[config.mk]
export PLATFORM = sky130hd
export DESIGN_NAME = load_store_unit
export DESIGN_NICKNAME = d
export VERILOG_FILES = /design/src/rtl/rv64_lsu_pkg.sv /design/src/rtl/lsu_align.sv /design/src/rtl/load_store_unit.sv
export SDC_FILE = /design/constraint.sdc
export NUM_CORES = 1
export LEC_CHECK = 0
export ABC_AREA = 0
export CORE_ASPECT_RATIO = 1.25
export CORE_UTILIZATION = 30
export CTS_CLUSTER_DIAMETER = 40
export DETAILED_ROUTE_END_ITERATION = 16
export MAX_ROUTING_LAYER = met4
export PLACE_DENSITY = 0.69
export SETUP_SLACK_MARGIN = 0.15
export SYNTH_ARGS = -nofsm -noshare
export SYNTH_HDL_FRONTEND = slang
export SYNTH_SLANG_ARGS = --single-unit
[constraint.sdc]
create_clock -name clk -period 6.1 [get_ports clk]
set_clock_uncertainty 0.05 [all_clocks]
set_input_delay 1.525 -clock clk [delete_from_list [all_inputs] [get_ports clk]]
set_output_delay 1.525 -clock clk [all_outputs]
set_load 0.1 [all_outputs]
[src/rtl/rv64_lsu_pkg.sv]
// rv64_lsu_pkg
//  Shared definitions for the RV64I load/store unit:
//   - funct3 encodings for loads (LB..LWU) and stores (SB..SD)
//   - access size codes (funct3[1:0])
//   - load/store FSM state encoding
//   - byte-lane write mask helper
package rv64_lsu_pkg;

    localparam logic [2:0] F3_LB  = 3'b000;
    localparam logic [2:0] F3_LH  = 3'b001;
    localparam logic [2:0] F3_LW  = 3'b010;
    localparam logic [2:0] F3_LD  = 3'b011;
    localparam logic [2:0] F3_LBU = 3'b100;
    localparam logic [2:0] F3_LHU = 3'b101;
    localparam logic [2:0] F3_LWU = 3'b110;

    localparam logic [2:0] F3_SB  = 3'b000;
    localparam logic [2:0] F3_SH  = 3'b001;
    localparam logic [2:0] F3_SW  = 3'b010;
    localparam logic [2:0] F3_SD  = 3'b011;

    typedef enum logic [1:0] {
        SZ_B = 2'b00,
        SZ_H = 2'b01,
        SZ_W = 2'b10,
        SZ_D = 2'b11
    } size_e;

    typedef enum logic [1:0] {
        ST_IDLE   = 2'b00,
        ST_ACCESS = 2'b01,
        ST_WAIT   = 2'b10,
        ST_RESP   = 2'b11
    } state_e;

    // Byte-lane enables for an access of the given size at byte offset off.
    function automatic logic [7:0] lane_mask(input size_e size, input logic [2:0] off);
        logic [7:0] m;
        case (size)
            SZ_B:    m = 8'h01 << off;
            SZ_H:    m = 8'h03 << off;
            SZ_W:    m = 8'h0F << off;
            default: m = 8'hFF;
        endcase
        return m;
    endfunction

endpackage

[src/rtl/lsu_align.sv]
// lsu_align
//  Combinational alignment helper for the load/store unit.
//  Ports:
//   is_store_i   1   1 = store, 0 = load
//   funct3_i     3   RV64I load/store funct3
//   off_i        3   byte offset within the 64-bit word
//   wdata_i      64  store data, LSB-aligned
//   rdata_i      64  raw memory read data
//   we_mask_o    8   byte-lane write enables
//   wdata_o      64  store data shifted onto its lanes
//   load_data_o  64  shifted and sign/zero-extended load result
//   fault_o      1   misaligned access or illegal funct3
module lsu_align
    import rv64_lsu_pkg::*;
(
    input  logic        is_store_i,
    input  logic [2:0]  funct3_i,
    input  logic [2:0]  off_i,
    input  logic [63:0] wdata_i,
    input  logic [63:0] rdata_i,
    output logic [7:0]  we_mask_o,
    output logic [63:0] wdata_o,
    output logic [63:0] load_data_o,
    output logic        fault_o
);

    size_e       size;
    logic [63:0] rshift;
    logic        misaligned;
    logic        illegal;

    assign size      = size_e'(funct3_i[1:0]);
    assign we_mask_o = lane_mask(size, off_i);
    assign wdata_o   = wdata_i << {off_i, 3'b000};
    assign rshift    = rdata_i >> {off_i, 3'b000};

    always_comb begin
        misaligned = 1'b0;
        case (size)
            SZ_B:    misaligned = 1'b0;
            SZ_H:    misaligned = off_i[0];
            SZ_W:    misaligned = |off_i[1:0];
            default: misaligned = |off_i;
        endcase
    end

    // Only funct3 = 111 is illegal for loads; stores have no unsigned forms.
    always_comb begin
        illegal = 1'b0;
        if (is_store_i)
            illegal = !(funct3_i inside {F3_SB, F3_SH, F3_SW, F3_SD});
        else
            illegal = !(funct3_i inside {F3_LB, F3_LH, F3_LW, F3_LD, F3_LBU, F3_LHU, F3_LWU});
    end

    assign fault_o = misaligned | illegal;

    always_comb begin
        load_data_o = rshift;
        case (funct3_i)
            F3_LB:   load_data_o = {{56{rshift[7]}},  rshift[7:0]};
            F3_LH:   load_data_o = {{48{rshift[15]}}, rshift[15:0]};
            F3_LW:   load_data_o = {{32{rshift[31]}}, rshift[31:0]};
            F3_LBU:  load_data_o = {56'd0, rshift[7:0]};
            F3_LHU:  load_data_o = {48'd0, rshift[15:0]};
            F3_LWU:  load_data_o = {32'd0, rshift[31:0]};
            default: load_data_o = rshift;
        endcase
    end

endmodule

[src/rtl/load_store_unit.sv]
// load_store_unit
//  Memory-access stage: executes RV64I loads/stores on a 64-bit data memory,
//  one outstanding request at a time, and returns write-back data for rd.
//  Ports:
//   clk, rst_n                 clock, synchronous active-low reset
//   req_valid/req_ready        request handshake (ready only in IDLE)
//   req_is_store, req_funct3   operation select
//   req_addr, req_wdata        byte address, LSB-aligned store data
//   req_rd                     destination register for loads
//   resp_valid                 one-cycle response pulse
//   resp_data/resp_rd/fault    response payload, held until next response
//   mem_addr/re/we/wdata       memory request (word address, byte lanes)
//   mem_rdata                  memory read data
module load_store_unit
    import rv64_lsu_pkg::*;
#(
    parameter int ADDR_WIDTH  = 10,
    parameter int XLEN        = 64,
    parameter int MEM_LATENCY = 1
) (
    input  logic                  clk,
    input  logic                  rst_n,
    input  logic                  req_valid,
    output logic                  req_ready,
    input  logic                  req_is_store,
    input  logic [2:0]            req_funct3,
    input  logic [XLEN-1:0]       req_addr,
    input  logic [XLEN-1:0]       req_wdata,
    input  logic [4:0]            req_rd,
    output logic                  resp_valid,
    output logic [XLEN-1:0]       resp_data,
    output logic [4:0]            resp_rd,
    output logic                  resp_fault,
    output logic [ADDR_WIDTH-1:0] mem_addr,
    output logic                  mem_re,
    output logic [7:0]            mem_we,
    output logic [63:0]           mem_wdata,
    input  logic [63:0]           mem_rdata
);

    localparam int CNT_W = (MEM_LATENCY < 2) ? 1 : $clog2(MEM_LATENCY + 1);

    state_e                state_q, state_d;
    logic                  is_store_q, is_store_d;
    logic [2:0]            funct3_q, funct3_d;
    logic [2:0]            off_q, off_d;
    logic [ADDR_WIDTH-1:0] waddr_q, waddr_d;
    logic [XLEN-1:0]       wdata_q, wdata_d;
    logic [4:0]            rd_q, rd_d;
    logic [CNT_W-1:0]      cnt_q, cnt_d;
    logic [XLEN-1:0]       resp_data_q, resp_data_d;
    logic [4:0]            resp_rd_q, resp_rd_d;
    logic                  resp_fault_q, resp_fault_d;

    logic                  idle;
    logic                  al_is_store;
    logic [2:0]            al_funct3;
    logic [2:0]            al_off;
    logic [7:0]            al_mask;
    logic [63:0]           al_wdata;
    logic [63:0]           al_load;
    logic                  al_fault;
    logic                  unused_addr_hi;

    // Address bits above the memory window wrap around.
    assign unused_addr_hi = ^req_addr[XLEN-1:ADDR_WIDTH+3];

    assign idle = (state_q == ST_IDLE);

    // In IDLE the aligner sees the live request so a fault can be decided at
    // accept; afterwards it works from the latched copy.
    assign al_is_store = idle ? req_is_store  : is_store_q;
    assign al_funct3   = idle ? req_funct3    : funct3_q;
    assign al_off      = idle ? req_addr[2:0] : off_q;

    lsu_align u_align (
        .is_store_i  (al_is_store),
        .funct3_i    (al_funct3),
        .off_i       (al_off),
        .wdata_i     (wdata_q),
        .rdata_i     (mem_rdata),
        .we_mask_o   (al_mask),
        .wdata_o     (al_wdata),
        .load_data_o (al_load),
        .fault_o     (al_fault)
    );

    always_ff @(posedge clk) begin
        if (!rst_n) begin
            state_q      <= ST_IDLE;
            is_store_q   <= 1'b0;
            funct3_q     <= '0;
            off_q        <= '0;
            waddr_q      <= '0;
            wdata_q      <= '0;
            rd_q         <= '0;
            cnt_q        <= '0;
            resp_data_q  <= '0;
            resp_rd_q    <= '0;
            resp_fault_q <= 1'b0;
        end else begin
            state_q      <= state_d;
            is_store_q   <= is_store_d;
            funct3_q     <= funct3_d;
            off_q        <= off_d;
            waddr_q      <= waddr_d;
            wdata_q      <= wdata_d;
            rd_q         <= rd_d;
            cnt_q        <= cnt_d;
            resp_data_q  <= resp_data_d;
            resp_rd_q    <= resp_rd_d;
            resp_fault_q <= resp_fault_d;
        end
    end

    always_comb begin
        state_d      = state_q;
        is_store_d   = is_store_q;
        funct3_d     = funct3_q;
        off_d        = off_q;
        waddr_d      = waddr_q;
        wdata_d      = wdata_q;
        rd_d         = rd_q;
        cnt_d        = cnt_q;
        resp_data_d  = resp_data_q;
        resp_rd_d    = resp_rd_q;
        resp_fault_d = resp_fault_q;
        case (state_q)
            ST_IDLE: begin
                if (req_valid) begin
                    is_store_d = req_is_store;
                    funct3_d   = req_funct3;
                    off_d      = req_addr[2:0];
                    waddr_d    = req_addr[ADDR_WIDTH+2:3];
                    wdata_d    = req_wdata;
                    rd_d       = req_rd;
                    if (al_fault) begin
                        state_d      = ST_RESP;
                        resp_data_d  = '0;
                        resp_rd_d    = req_rd;
                        resp_fault_d = 1'b1;
                    end else begin
                        state_d = ST_ACCESS;
                    end
                end
            end
            ST_ACCESS: begin
                if (is_store_q) begin
                    state_d      = ST_RESP;
                    resp_data_d  = '0;
                    resp_rd_d    = rd_q;
                    resp_fault_d = 1'b0;
                end else begin
                    state_d = ST_WAIT;
                    cnt_d   = CNT_W'(MEM_LATENCY);
                end
            end
            ST_WAIT: begin
                if (cnt_q == CNT_W'(1)) begin
                    state_d      = ST_RESP;
                    resp_data_d  = al_load;
                    resp_rd_d    = rd_q;
                    resp_fault_d = 1'b0;
                end else begin
                    cnt_d = cnt_q - CNT_W'(1);
                end
            end
            default: begin
                state_d = ST_IDLE;
            end
        endcase
    end

    assign req_ready  = idle;
    assign resp_valid = (state_q == ST_RESP);
    assign resp_data  = resp_data_q;
    assign resp_rd    = resp_rd_q;
    assign resp_fault = resp_fault_q;
    assign mem_addr   = waddr_q;
    assign mem_re     = (state_q == ST_ACCESS) && !is_store_q;
    assign mem_we     = ((state_q == ST_ACCESS) && is_store_q) ? al_mask  : 8'h00;
    assign mem_wdata  = ((state_q == ST_ACCESS) && is_store_q) ? al_wdata : 64'd0;

endmodule

==> Word level (Yosys, flattened, before mapping) <==
Cells that the tools add are included.
{ "totals": {"regBits": 159, "inputBits": 204, "out_inout_bits": 155, "elab_cells": 84} }
{ "classes": {"add_sub_neg": 1, "eq_ne": 16, "shifts": 5, "n_mux": 32, "bitwise_logic": 1, "reduce_logical": 18} }
{ "ops": {"columns": ["op", "count"], "rows": [
  ["case mux 64 bit (6 select lines)", 1],
  ["two-way mux 64 bit", 5],
  ["case mux 64 bit (3 select lines)", 1],
  ["<< shifter 64 x 6 -> 64 bit", 1],
  [">> shifter 64 x 6 -> 64 bit", 1],
  ["case mux 8 bit (3 select lines)", 1],
  ["two-way mux 5 bit", 4],
  ["case mux 5 bit (3 select lines)", 1],
  ["== test 3 bit (second input constant)", 3],
  ["two-way mux 1 bit", 9],
  ["two-way mux 8 bit", 1],
  ["!= test 2 bit (second input constant)", 4],
  ["<< shifter 1 x 3 -> 8 bit (first input constant)", 1],
  ["<< shifter 2 x 3 -> 8 bit (first input constant)", 1],
  ["<< shifter 4 x 3 -> 8 bit (first input constant)", 1],
  ["nonzero test 7 bit", 1],
  ["== test 2 bit (second input constant)", 3],
  ["== test 3 x 2 -> 1 bit (second input constant)", 2],
  ["two-way mux 2 bit", 3],
  ["two-way mux 3 bit", 2],
  ["case mux 1 bit (3 select lines)", 2],
  ["case mux 2 bit (3 select lines)", 1],
  ["AND reduction 2 bit", 3],
  ["AND reduction 5 bit", 1],
  ["15 further kinds", 20]
]} }

==> Logic depth before layout (Yosys ltp) <==
Gate-level depths: netlist of run 1.
{ "depth": {"word_depth": 10, "depth_mapped": 16, "depth_no_buf": 11} }

==> Hierarchy <==
From an unflattened synthesis of run 1, not the netlist that was laid out.
{ "unflattened": {"cells_unflattened": 1410, "area_unflattened_um2": 11422.2} }
{ "modules_own_cells": {"columns": ["module", "instances", "cells_each", "area_each_um2", "seq_area_each_um2"], "rows": [
  ["load_store_unit", 1, 815, 6925.4, 3183.1],
  ["lsu_align", 1, 595, 4496.8, 0.0]
]} }

==> Least setup slack after synthesis of run 1 <==
No wires, ideal clock.
{ "synth_timing": {"path_kind": "reg-to-output", "startpoint": "register state_q[0]", "endpoint": "output mem_wdata[49]", "t_arrival_ps": 4979, "t_required_ps": 4525, "setup_slack_ps": -454, "path_stages_with_launch": 12, "cell_sequence": "dfxtp_1 -> inv_1 -> ha_1 -> buf_6 -> mux2i_2 -> buf_2 -> buf_2 -> buf_2 -> nand2_1 -> nand3_1 -> a21oi_1 -> a211oi_1"} }
{ "synth_via": {"elab_chain_len": 4, "word_cells_on_any_way": 6} }
{ "synth_lines": {"columns": ["element", "line_no", "text"], "rows": [
  ["from (decl)", "load_store_unit.sv:43", "state_e state_q, state_d;"],
  ["from (signal assigned)", "load_store_unit.sv:102", "state_q <= state_d;"],
  ["zero test 2 bit", "load_store_unit.sv:68", "assign idle = (state_q == ST_IDLE);"],
  ["named net req_ready", "load_store_unit.sv:24", "output logic req_ready,"],
  ["two-way mux 3 bit", "load_store_unit.sv:74", "assign al_off = idle ? req_addr[2:0] : off_q;"],
  ["<< shifter 64 x 6 -> 64 bit", "lsu_align.sv:34", "assign wdata_o = wdata_i << {off_i, 3'b000};"],
  ["two-way mux 64 bit", "load_store_unit.sv:182", "assign mem_wdata = ((state_q == ST_ACCESS) && is_store_q) ? al_wdata : 64'd0;"],
  ["to (decl)", "load_store_unit.sv:37", "output logic [63:0] mem_wdata,"]
]} }
The timed path passes the listed nets, and every way through them passes these cells.

==> Final worst setup path of run 1 <==
{ "layout_timing": {"startpoint": "input req_addr[0]", "endpoint": "output mem_wdata[60]"} }
{ "layout_via": {"elab_chain_len": 3} }
{ "layout_lines": {"columns": ["element", "line_no", "text"], "rows": [
  ["from (decl)", "load_store_unit.sv:27", "input logic [XLEN-1:0] req_addr,"],
  ["two-way mux 3 bit", "load_store_unit.sv:74", null],
  ["<< shifter 64 x 6 -> 64 bit", "lsu_align.sv:34", null],
  ["two-way mux 64 bit", "load_store_unit.sv:182", null]
]} }
Every way passes these cells.

==> results of run 1 <==
==> stage by stage <==
stage	worst slack [ns]	power, W	cell area (sq um)	instances
floorplan	0.2249	0.003732	9746	1288
global placement	0.5379	0.004670	13810	1929
detailed placement	0.5991	0.004699	13810	1929
CTS	0.5684	0.005791	14380	1960
global route	0.4490	0.006090	14380	1960
finish	0.5690	0.005784	14380	1960
==> registers in the layout (all words and copies together) (netlist names), 2 cells and up <==
signal and cells:
state_q 2, wdata_q 64, mem_addr 10, resp_rd 5, off_q 3, funct3_q 3
resp_data 64, rd_q 5
==> cell type report <==
type	instances	area [sq um]
tap	412	515.5
clock buffer	20	436.7
timing repair buffer	340	4061
sequential	159	3183
inverter	15	56.30
multi-input combinational	1003	5997
fill	3131	17400
clock inverter	11	132.6
==> cell families after synthesis <==
group                      after synthesis
and+or+nand+nor                        554
AOI/OAI and AO/OA                      344
DFF                                    159
buffers and inverters                  126
muxes                                   95
adders and majority gates               10
==> placed cells by master, fill, tap and decap left out, types with 8 or more instances in the layout <==
cell type	n
buf_12	74
a22o_1	63
and2_1	17
o21ai_0	40
inv_1	15
mux2_2	11
nor2_1	77
ha_1	10
nand2_1	342
clkbuf_16	17
o22ai_1	9
a21boi_0	87
dfxtp_1	159
buf_4	31
nand3_1	84
o2bb2ai_1	8
mux2i_1	78
a211oi_2	8
a21oi_1	58
clkdlybuf4s50_1	234
a31oi_1	10
and3_1	9
nor2b_1	8
==> worst max-delay path: stages <==
cell             delay, ns
clkdlybuf4s50_1       0.50
mux2i_4               0.43
buf_12                0.29
mux2i_1               0.18
mux2i_1               0.32
nand2_1               0.09
a21oi_1               0.36
buf_12                0.23
==> metal layers <==
layer	routed length [um]	track usage	vias to the layer above
met5	0	-	-
met2	20570	0.4374	509
li1	-	-	4994
met1	16790	0.3006	5035
met3	2976	0.04597	88
met4	2018	0.1248	0
==> worst max path at each step <==
stage | cells past startpoint | endpoint | startpoint | slack [ns]
floorplan | 11 | mem_wdata[62] | state_q[0]$_SDFFE_PN0P_ | 0.22
global placement | 7 | mem_wdata[47] | req_addr[1] | 0.54
detailed placement | 7 | mem_wdata[47] | req_addr[1] | 0.60
CTS | 7 | mem_wdata[47] | req_addr[1] | 0.57
global route | 8 | mem_we[4] | req_addr[0] | 0.45
finish | 8 | mem_wdata[60] | req_addr[0] | 0.57
==> power by group through the flow <==
stage | Sequential [W] | Clock, W | Combinational (W)
finish | 0.00135 | 0.00108 | 0.00335
CTS | 0.00135 | 0.00110 | 0.00334
floorplan | 0.00187 | 0 | 0.00187
global placement | 0.00137 | 0 | 0.00330
global route | 0.00137 | 0.00114 | 0.00358
detailed placement | 0.00137 | 0 | 0.00332
==> summary.md, run 1 <==
| Metric | Value |
|---|---|
| Status | `finished, final reports clean` |
| Nets | `between 1.5k and 2k` |
| Die ar. | `33,080 sq um` |
| Pwr Density | `402.1 nW/um^2` |
| Synth Area in XOR/XNOR | `0` |
| Setup_tns | `0 ns` |
| Later-pin clock latency in the skew report | `0.44 ns` |
| Post-synth EDFFs | `0` |
| Maximum capacitance violations | `0` |
| Slew at the pin with the worst max-slew slack | `1.071 ns` |
| 1st-iter DRT viols | `905` |
| DRT Pass-1 Iters | `5` |
| DRC | `0` |
| Final min period | `5.531 ns` |
| Hold Buf Count CTS | `0` |
| Power share of the clock group | `0.187` |
| R2R depth | `14` |
| Clk root buf | `clkbuf_16` |
| Largest net degree at the start of global routing | `96` |
| RSZ-0062 raised after global routing | `no` |
| Total GRT Usage | `0.2617` |
| Largest family of logic cells by synthesized area | `compound AO/OA/AOI/OAI gates` |
| Crit path arrival time | `3.96 ns` |
| Vias per inst | `5.421` |
| Ys Warns | `0` |
| Vias | `~11k` |
| Synth Area in Compound Gates | `0.2532` |
| # setup viols final | `0` |
| Tightest Hold Check Type | `register to register` |
| Combinational power share | `0.579` |
| Post-synth top cells | `343 x nand2_1, 159 x dfxtp_1, 87 x a21boi_0` |
| IO Pins | `between 300 and 400` |
| CP Class | `primary input to primary output` |
| Register share of total power | `0.234` |
| GR Overflow Total | `0` |
| N_diodes | `0` |
| Final Hold Vio Count | `0` |
| Syn Nets | `1,502` |
| Multiplexer share of the synthesized area | `0.1046` |
| Simple-Gate Fraction of Synth Area | `0.2403` |
| Initial Util | `0.3053` |
| Internal power | `between 0.002 and 0.003 W` |
| R2r setup slk | `2.04 ns` |
| H-tree level count | `4` |
| Adder-Cell Fraction of Synth Area | `0.01289` |
| Sequential fraction of the synthesis area | `0.3280` |
| Min-Delay Endpoint | `wdata_q[60]$_SDFFE_PN0P_` |
| Sw frac | `0.5065` |
| Clk sinks | `159` |
| Peak Freq | `180.8 MHz` |
| Syn avg cell area | `7.535 sq um` |
| Die X | `162.9 um` |
| CP Data Required Time | `about 4.5 ns` |
| Area Growth Syn to Fin | `48.19%` |
| Ranking of synthesized cells by area | `dfxtp_1 33%, nand2_1 13%, mux2i_1 8.0%, a21boi_0 6.7%, a22o_1 5.7%` |
| Dominant synthesized flop cell | `dfxtp_1` |
| Synthesized cell area | `9706 sq um` |
| Per-cell routed wire length | `21.61 um` |
| Post-synth ARST share | `0` |
| Initial antenna violation count | `0` |
| CTS tree | `yes` |
| Hold-critical path depth | `2` |
| I/O Buffers | `307` |
| Core area | `31,790 sq um` |
| Detailed Place HPWL | `31.16 mm` |
| Post-CTS sizing | `0` |
| Final ANT Viol Nets | `0` |
| First-pass GRT wire length | `63.18 mm` |
| CP max FO | `34` |
| Crit path capture type | `primary output` |
| Final wirelength | `42.35 mm` |
| WHS | `around 0.42 ns` |
| Reg2reg end | `resp_data[17]$_SDFFE_PN0P_` |
| Switching pwr | `about 0.0029 W` |
| Slew Viols, Final | `0` |
| Area share of the largest cell type after synthesis | `0.3280` |
| Max_slew headroom | `0.2835` |
| Num CTS Buffers | `17` |
| Reg2reg start | `state_q[1]$_SDFFE_PN0P_` |
| Die Ht | `203.1 um` |
| Synth cell types | `53` |
| Row count | `73` |
| Clk buf depth | `2` |
| Crit share post-route | `0.9067` |
| Gpl congestion | `0.9717` |
| Postcts setup bufs | `0` |
| Vias in the first global route | `10.39k` |
| Critical Path Source Type | `primary input` |
| Clock slew at reported path FFs | `0.07 ns` |
| Synth Instances | `1,288` |
| Maximum vdd ir drop | `0.0001592 V` |
| Flops & latches, synth | `~160` |
| Biggest area consumer among synthesized cells | `dfxtp_1` |
| Top-count cell post-synth | `nand2_1` |
| Final core occ | `0.4525` |
| Leak | `between 5 and 6 nW` |
| Share of cells above drive strength 1 | `0.1163` |
| Hold path start | `wdata_q[60]$_SDFFE_PN0P_` |
Note: power is estimated with default switching activity, not from simulation.
==> run 2, diff against run 1 <==
--- a/config.mk
+++ b/config.mk
@@ -7,6 +7,7 @@
 export LEC_CHECK = 0
 export ABC_AREA = 0
 export CORE_ASPECT_RATIO = 1.25
+export CORE_MARGIN = 2
 export CORE_UTILIZATION = 30
 export CTS_CLUSTER_DIAMETER = 40
 export DETAILED_ROUTE_END_ITERATION = 16
==> constraint.sdc (replaced) <==
create_clock -name clk -period 6.1 [get_ports clk]
set_clock_uncertainty 0.05 [all_clocks]
set_input_delay 1.525 -clock clk [delete_from_list [all_inputs] [get_ports clk]]
set_output_delay 1.525 -clock clk [all_outputs]
set_load 0.01 [all_outputs]
==> run 2 against run 1 <==
Against the previous run: clock-buffer cell count shrank 1; worst setup slack lost 0.13 ns; sequential cell count is the same; largest power group unchanged.
==> summary.md, run 2 (same netlist as run 1, synthesis figures left out) <==
| Metric | Value |
|---|---|
| N_diodes | `0` |
| Combinational power share | `0.516` |
| Setup_tns | `0 ns` |
| Switching pwr | `0.002303 W` |
| H-tree level count | `4` |
| GR Overflow Total | `0` |
| Initial Util | `0.3045` |
| Max_slew headroom | `0.2983` |
| Area Growth Syn to Fin | `40.97%` |
| Row count | `73` |
| Clk root buf | `clkbuf_16` |
| Largest net degree at the start of global routing | `96` |
| DRT Pass-1 Iters | `7` |
| Final Hold Vio Count | `0` |
| Placed insts | `1,929` |
| Maximum vdd ir drop | `0.0001964 V` |
| Crit path arrival time | `between 4 and 5 ns` |
| Leak | `5.301 nW` |
| CP Data Required Time | `4.53 ns` |
| Num CTS Buffers | `17` |
| Detailed Place HPWL | `30.96 mm` |
| Fill count | `3,206` |
| RSZ-0062 raised after global routing | `no` |
| Initial antenna violation count | `0` |
| Final wirelength | `42.56 mm` |
| Worst setup path endpoint | `mem_wdata[57]` |
| CP Launch Point | `req_addr[0]` |
| Vias | `10.71k` |
| Clk buf depth | `2` |
| Hold Buf Count CTS | `0` |
| DRC | `0` |
| # setup viols final | `0` |
| Reg2reg end | `resp_data[60]$_SDFFE_PN0P_` |
| Commonest non-fill, non-tap cell in the layout | `nand2_1` |
| CP Class | `primary input to primary output` |
| Per-cell routed wire length | `approximately 22 um` |
| Postcts setup bufs | `0` |
| Post-layout power | `0.005226 W` |
| Later-pin clock latency in the skew report | `0.44 ns` |
| Crit share post-route | `0.9276` |
| Gpl congestion | `roughly 0.94` |
| Crit path capture type | `primary output` |
| Pwr Density | `381.9 nW/um^2` |
| Maximum capacitance violations | `0` |
| Total GRT Usage | `0.2554` |
| Sw frac | `0.4406` |
| R2R depth | `10` |
| Critical Path Source Type | `primary input` |
| First-pass GRT wire length | `between 60 and 70 mm` |
| Vias in the first global route | `between 10k and 15k` |
| Final ANT Viol Nets | `0` |
| Die ar. | `approximately 34,000 sq um` |
| Peak Freq | `around 180 MHz` |
| Area of the multi-input gates | `5958 sq um` |
| Core area | `~32,000 sq um` |
| I/O Buffers | `307` |
| Die X | `164.9 um` |
| Register Area | `between 3000 and 4000 sq um` |
| Share of cells above drive strength 1 | `0.06525` |
| Final min period | `approximately 5.7 ns` |
| Post-route insts no fill | `1,960` |
| Tightest Hold Check Type | `register to register` |
| R2r setup slk | `1.29 ns` |
| Slew Viols, Final | `0` |
| IO Pins | `359` |
| Slew at the pin with the worst max-slew slack | `1.049 ns` |
| 1st-iter DRT viols | `783` |
| Reg2reg start | `state_q[0]$_SDFFE_PN0P_` |
| Commonest cells after routing, fill and taps aside | `342 x nand2_1, 306 x clkdlybuf4s50_1, 159 x dfxtp_1, 87 x a21boi_0, 84 x nand3_1` |
| Post-CTS sizing | `0` |
| Clk sinks | `159` |
| CTS tree | `yes` |
| Vias per inst | `5.463` |
| Register share of total power | `0.260` |
| Nets | `roughly 1.8k` |
| CP max FO | `58` |
| Clock slew at reported path FFs | `0.06 ns` |
| Status | `finished, final reports clean` |
| Die Ht | `205.1 um` |
| Internal power | `0.002923 W` |
| Power share of the clock group | `0.224` |
[run 2: metrics by stage]
stage | worst slack [ns] | hold slack [ns] | util | cell area [sq um]
floorplan | 1.459 | 0.3900 | - | 9706
global placement | 0.4771 | 0.3993 | 0.4099 | 13070
detailed placement | 0.4828 | 0.4078 | 0.4099 | 13070
CTS | 0.4614 | 0.4164 | 0.4292 | 13680
global route | 0.3132 | 0.4395 | 0.4292 | 13680
finish | 0.4415 | 0.4142 | 0.4292 | 13680
[run 2: final cells by class]
| class | count | area share |
|---|---|---|
| Clock buffer | 19 | 0.03164 |
| Timing Repair Buffer | 340 | 0.2451 |
| Tap cell | 412 | 0.03768 |
| Inverter | 15 | 0.004115 |
| Sequential cell | 159 | 0.2326 |
| Multi-Input combinational cell | 1003 | 0.4355 |
| Clock inverter | 12 | 0.01335 |
[run 2: power by group through the flow]
stage | clock network, W | logic [W] | registers (W)
after global routing | 0.00123 | 0.00291 | 0.00138
after floorplan | 0 | 0.00173 | 0.00136
after detailed placement | 0 | 0.00266 | 0.00138
final | 0.00117 | 0.00270 | 0.00136
after global placement | 0 | 0.00264 | 0.00137
after CTS | 0.00119 | 0.00267 | 0.00136
[run 2: routing by layer]
metal	up-vias	part of all wire	global-route usage
li1	4991	-	-
met1	5071	0.40	0.2955
met2	542	0.48	0.4220
met3	103	0.070	0.04799
met4	0	0.054	0.1273
met5	-	0	-
[run 2: worst max-delay path, stage by stage]
cell,delay (ns)
clkdlybuf4s50_1,0.52
mux2i_4,0.23
buf_12,0.31
mux2i_1,0.17
mux2i_1,0.35
nand2_1,0.09
a21oi_1,0.25
clkdlybuf4s50_1,0.59
[run 2: how the worst min path moves through the flow]
| stage | startpoint | endpoint | cells past startpoint |
|---|---|---|---|
| 2_1_floorplan | rd_q[0]$_SDFFE_PN0P_ | rd_q[0]$_SDFFE_PN0P_ | 2 |
| 3_3_place_gp | rd_q[4]$_SDFFE_PN0P_ | rd_q[4]$_SDFFE_PN0P_ | 2 |
| 3_5_place_dp | mem_addr[6]$_SDFFE_PN0P_ | mem_addr[6]$_SDFFE_PN0P_ | 2 |
| 4_1_cts | mem_addr[6]$_SDFFE_PN0P_ | mem_addr[6]$_SDFFE_PN0P_ | 2 |
| 5_1_grt | funct3_q[0]$_SDFFE_PN0P_ | funct3_q[0]$_SDFFE_PN0P_ | 2 |
| 6_report | mem_addr[6]$_SDFFE_PN0P_ | mem_addr[6]$_SDFFE_PN0P_ | 2 |
==> patch 1: new RTL, settings of run 2 <==
`MEM_LATENCY`: 1 -> 2.
--- a/src/rtl/load_store_unit.sv
+++ b/src/rtl/load_store_unit.sv
@@ -16,7 +16,7 @@
 #(
     parameter int ADDR_WIDTH  = 10,
     parameter int XLEN        = 64,
-    parameter int MEM_LATENCY = 1
+    parameter int MEM_LATENCY = 2
 ) (
     input  logic                  clk,
     input  logic                  rst_n,
Formal check against the unedited RTL: not equivalent (a bounded check fails within 4 cycles, from zero or initial values and one cycle with rst_n low).
==> patch 1 against run 2 <==
Worst setup slack worse by 120 ps; largest cell class unchanged; sequential cell count is 1 higher; die area is 4.2% lower; routed wire length is 5.7% lower; register-to-register slack better by 470 ps; non-clock buffer count is 7 lower; worst hold slack worse by 9.1 ps; largest power group unchanged; maximum frequency is 2.1% lower; first-iteration DRC count is 28% higher; count of clock-buffer cells in the layout is 3 higher; total power is 0.54% lower; cell area is 3.0% lower; synthesized area is 4.3% lower.
==> patch 1: results <==
[route]
totalWireLength_um = 40100
route.vias.total = 10656
first_drt_pass_iteration_count = 5
initialDrtViolationCount = 1002

[layout]
final-instance-count-excl-fill = 1956
multi_input_comb_area_um2 = 5620
drive_gt1_frac = 0.0544
nFillCells = 3138
final_nets = 1746

[yosys]
yosys.area_share.xor_xnor = 0
yosys-mux-area-fraction = 0.0953
post_synth_fa_ha_maj_area_fraction = 0.0135
synthTopCellsByCount = nand2_1, dfxtp_1, a21oi_1
ys_seq_area_frac = 0.345
ys.flop_type = dfxtp_1
synth-compound-area-share = 0.239
synthDistinctLibCells = 59
main_area_contributors_after_synthesis = dfxtp_1, nand2_1, mux2i_1

[setup_path]
r2r-end = resp_data[18]$_SDFFE_PN0P_
critical_path_arrival_ps = 4210
reg2reg_depth = 12
termination_of_the_worst_setup_path = mem_wdata[62]
regToRegSetupSlack_ps = 1760
worstPathMaxFanout = 56

[placement]
dp_cells = 1920
routabilityCongestion = 0.914
place_area_um2 = 12700
io_buffers = 307
dp_worst_setup_slack_ps = 290

[timing]
holdWs_ps = 405
fraction_of_the_cycle_the_final_worst_path_needs = 0.948

[global_routing]
antenna_found_initial = 4
grtUsageTotal = 0.248
grt_start_max_net_pins = 97
wire_length_of_the_first_global_routing_pass_um = 60000
via_count_of_the_first_global_routing_pass = 10271

[min_path]
hold_path.class = reg -> reg
min_delay_worst_endpoint = rd_q[1]$_SDFFE_PN0P_
worstHoldStart = rd_q[1]$_SDFFE_PN0P_

[pwr]
p_switching_mw = 2.37
power.leakage_nw = 5.04
powerComb_mw = 2.78
power.share.switching = 0.456

[run_status]
status = completed
[patch 1: cell types whose count changed after synthesis, sizes merged, moves of 10 or more]
cell,run 2,this run
a21boi,87,0
a21oi,59,144
a22o,63,32
a31oi,11,23
and3,9,23
buf,59,39
clkbuf,52,69
nand2,344,373
nand3,84,56
nor2,79,69
o311ai,0,16
[patch 1: layout make-up]
| type | count | share of cell area |
|---|---|---|
| diodes | 4 | 0.000754 |
| clock buffers | 22 | 0.0350 |
| clock inverters | 10 | 0.00782 |
| inverters | 18 | 0.00518 |
| multi-input cells | 1002 | 0.424 |
| flip-flops and latches | 160 | 0.241 |
| well taps | 407 | 0.0384 |
| repair buffers | 333 | 0.248 |
[patch 1: layer usage]
| metal | share of wire | global-route usage |
|---|---|---|
| met2 | 0.49 | 0.411 |
| met4 | 0.047 | 0.129 |
| met5 | 0 | - |
| met1 | 0.40 | 0.287 |
| met3 | 0.067 | 0.0399 |
==> patch 2: new RTL, config.mk and constraints of run 2 <==
Made on the original files. Make the reset (`rst_n`) asynchronous in one clocked block. Comments in the files are not updated.
--- a/src/rtl/load_store_unit.sv
+++ b/src/rtl/load_store_unit.sv
@@ -85,7 +85,7 @@
         .fault_o     (al_fault)
     );
 
-    always_ff @(posedge clk) begin
+    always_ff @(posedge clk or negedge rst_n) begin
         if (!rst_n) begin
             state_q      <= ST_IDLE;
             is_store_q   <= 1'b0;
Check against the original RTL: differs if rst_n is asserted again (counterexample within 4 cycles, from zero or initial values and one cycle with rst_n low); with rst_n held inactive, the same outputs for 4 cycles.
==> patch 2 against run 2 <==
Routed wire length down 3.8%; worst setup slack worse by 100 ps; sequential cell count unchanged; synthesized area up 7.6%; cell area up 6.0%; non-clock buffer count down 6; utilization down 0.81 points; global-route usage down 2.3 points; critical endpoint is now mem_wdata[48].
Power is not compared: it rests on default switching activity, and its combinational part moved more than twofold at a synthesized area within 25%.
==> patch 2: results <==
[run_status]
status = completed

[yosys]
synthTopCellsByCount = nand2_1, dfrtp_1, mux2_2
async_flop_share = 1.00
synth_fp_nets = 1293
ys.flop_type = dfrtp_1
ys_seq_area_frac = 0.381
main_area_contributors_after_synthesis = dfrtp_1, mux2_2, mux2i_1
netlist.area_leader.share = 0.381

[placement]
routabilityCongestion = 0.925
dp.final_hpwl_um = 29800

[layout]
antennaDiodeCount = 2
number_of_combinational_gates_with_multiple_inputs = 822
drive_gt1_frac = 0.166
multi_input_comb_area_um2 = 6010
seqAreaFraction = 0.274
inv_count = 7
buf_share = 0.230
num-nonclk-buffers = 334
final_nets = 1555
nFillCells = 3476
clkbuf_count = 23

[setup_path]
worstPathMaxFanout = 28
cp_slowest_stage_delay_ps = 630

[global_routing]
grt_start_max_net_pins = 106
wire_length_of_the_first_global_routing_pass_um = 61400
grtUsageTotal = 0.232
antenna_found_initial = 3

[route]
initialDrtViolationCount = 964
route.vias.total = 9758
totalWireLength_um = 41000
[patch 2: worst paths after layout]
check                                          start                         to  slack [ps]  cells past startpoint
setup / recovery                         req_addr[0]              mem_wdata[48]         340                      7
hold / removal             resp_data[63]$_DFFE_PN0P_  resp_data[63]$_DFFE_PN0P_         430                      2
setup reg to reg              state_q[0]$_DFFE_PN0P_   resp_data[3]$_DFFE_PN0P_        1800                     12
hold reg to reg            resp_data[63]$_DFFE_PN0P_  resp_data[63]$_DFFE_PN0P_         430                      2
max in group asynchronous                      rst_n  resp_data[19]$_DFFE_PN0P_        3930                      2
min in group asynchronous                      rst_n  resp_data[11]$_DFFE_PN0P_        1100                      1
[patch 2: routing by layer]
layer | routed length [um] | GRT usage | vias to the layer above
li1 | - | - | 4460
met1 | 16200 | 0.274 | 4768
met4 | 1250 | 0.0807 | 0
met2 | 20400 | 0.392 | 479
met3 | 3140 | 0.0495 | 51
met5 | 0 | - | -
[patch 2: critical path: cells and delay by family]
kind | cells | cell delay, ps
mux | 1 | 470
simple gates | 1 | 220
compound gates | 2 | 600
buf+inv | 3 | 1360
[patch 2: through the flow]
step	power, mW	cells	hold WS, ps	instance area [um2]	utilization
after floorplan	5.64	1079	394	10400	-
after global placement	7.53	1790	410	13900	0.405
after detailed placement	7.61	1790	418	13900	0.405
after CTS	8.70	1822	434	14500	0.421
after global routing	9.27	1824	458	14500	0.421
final	8.67	1824	428	14500	0.421
[patch 2: cell families (layout without fill, tap and decap cells)]
family | after synthesis | after routing | synth area share
AOI/OAI and AO/OA | 263 | 263 | 0.192
DFF | 159 | 159 | 0.381
other | 0 | 2 | 0
adders and majority gates | 10 | 10 | 0.0120
muxes | 194 | 194 | 0.220
and+or+nand+nor | 355 | 355 | 0.150
buffers and inverters | 98 | 373 | 0.0459
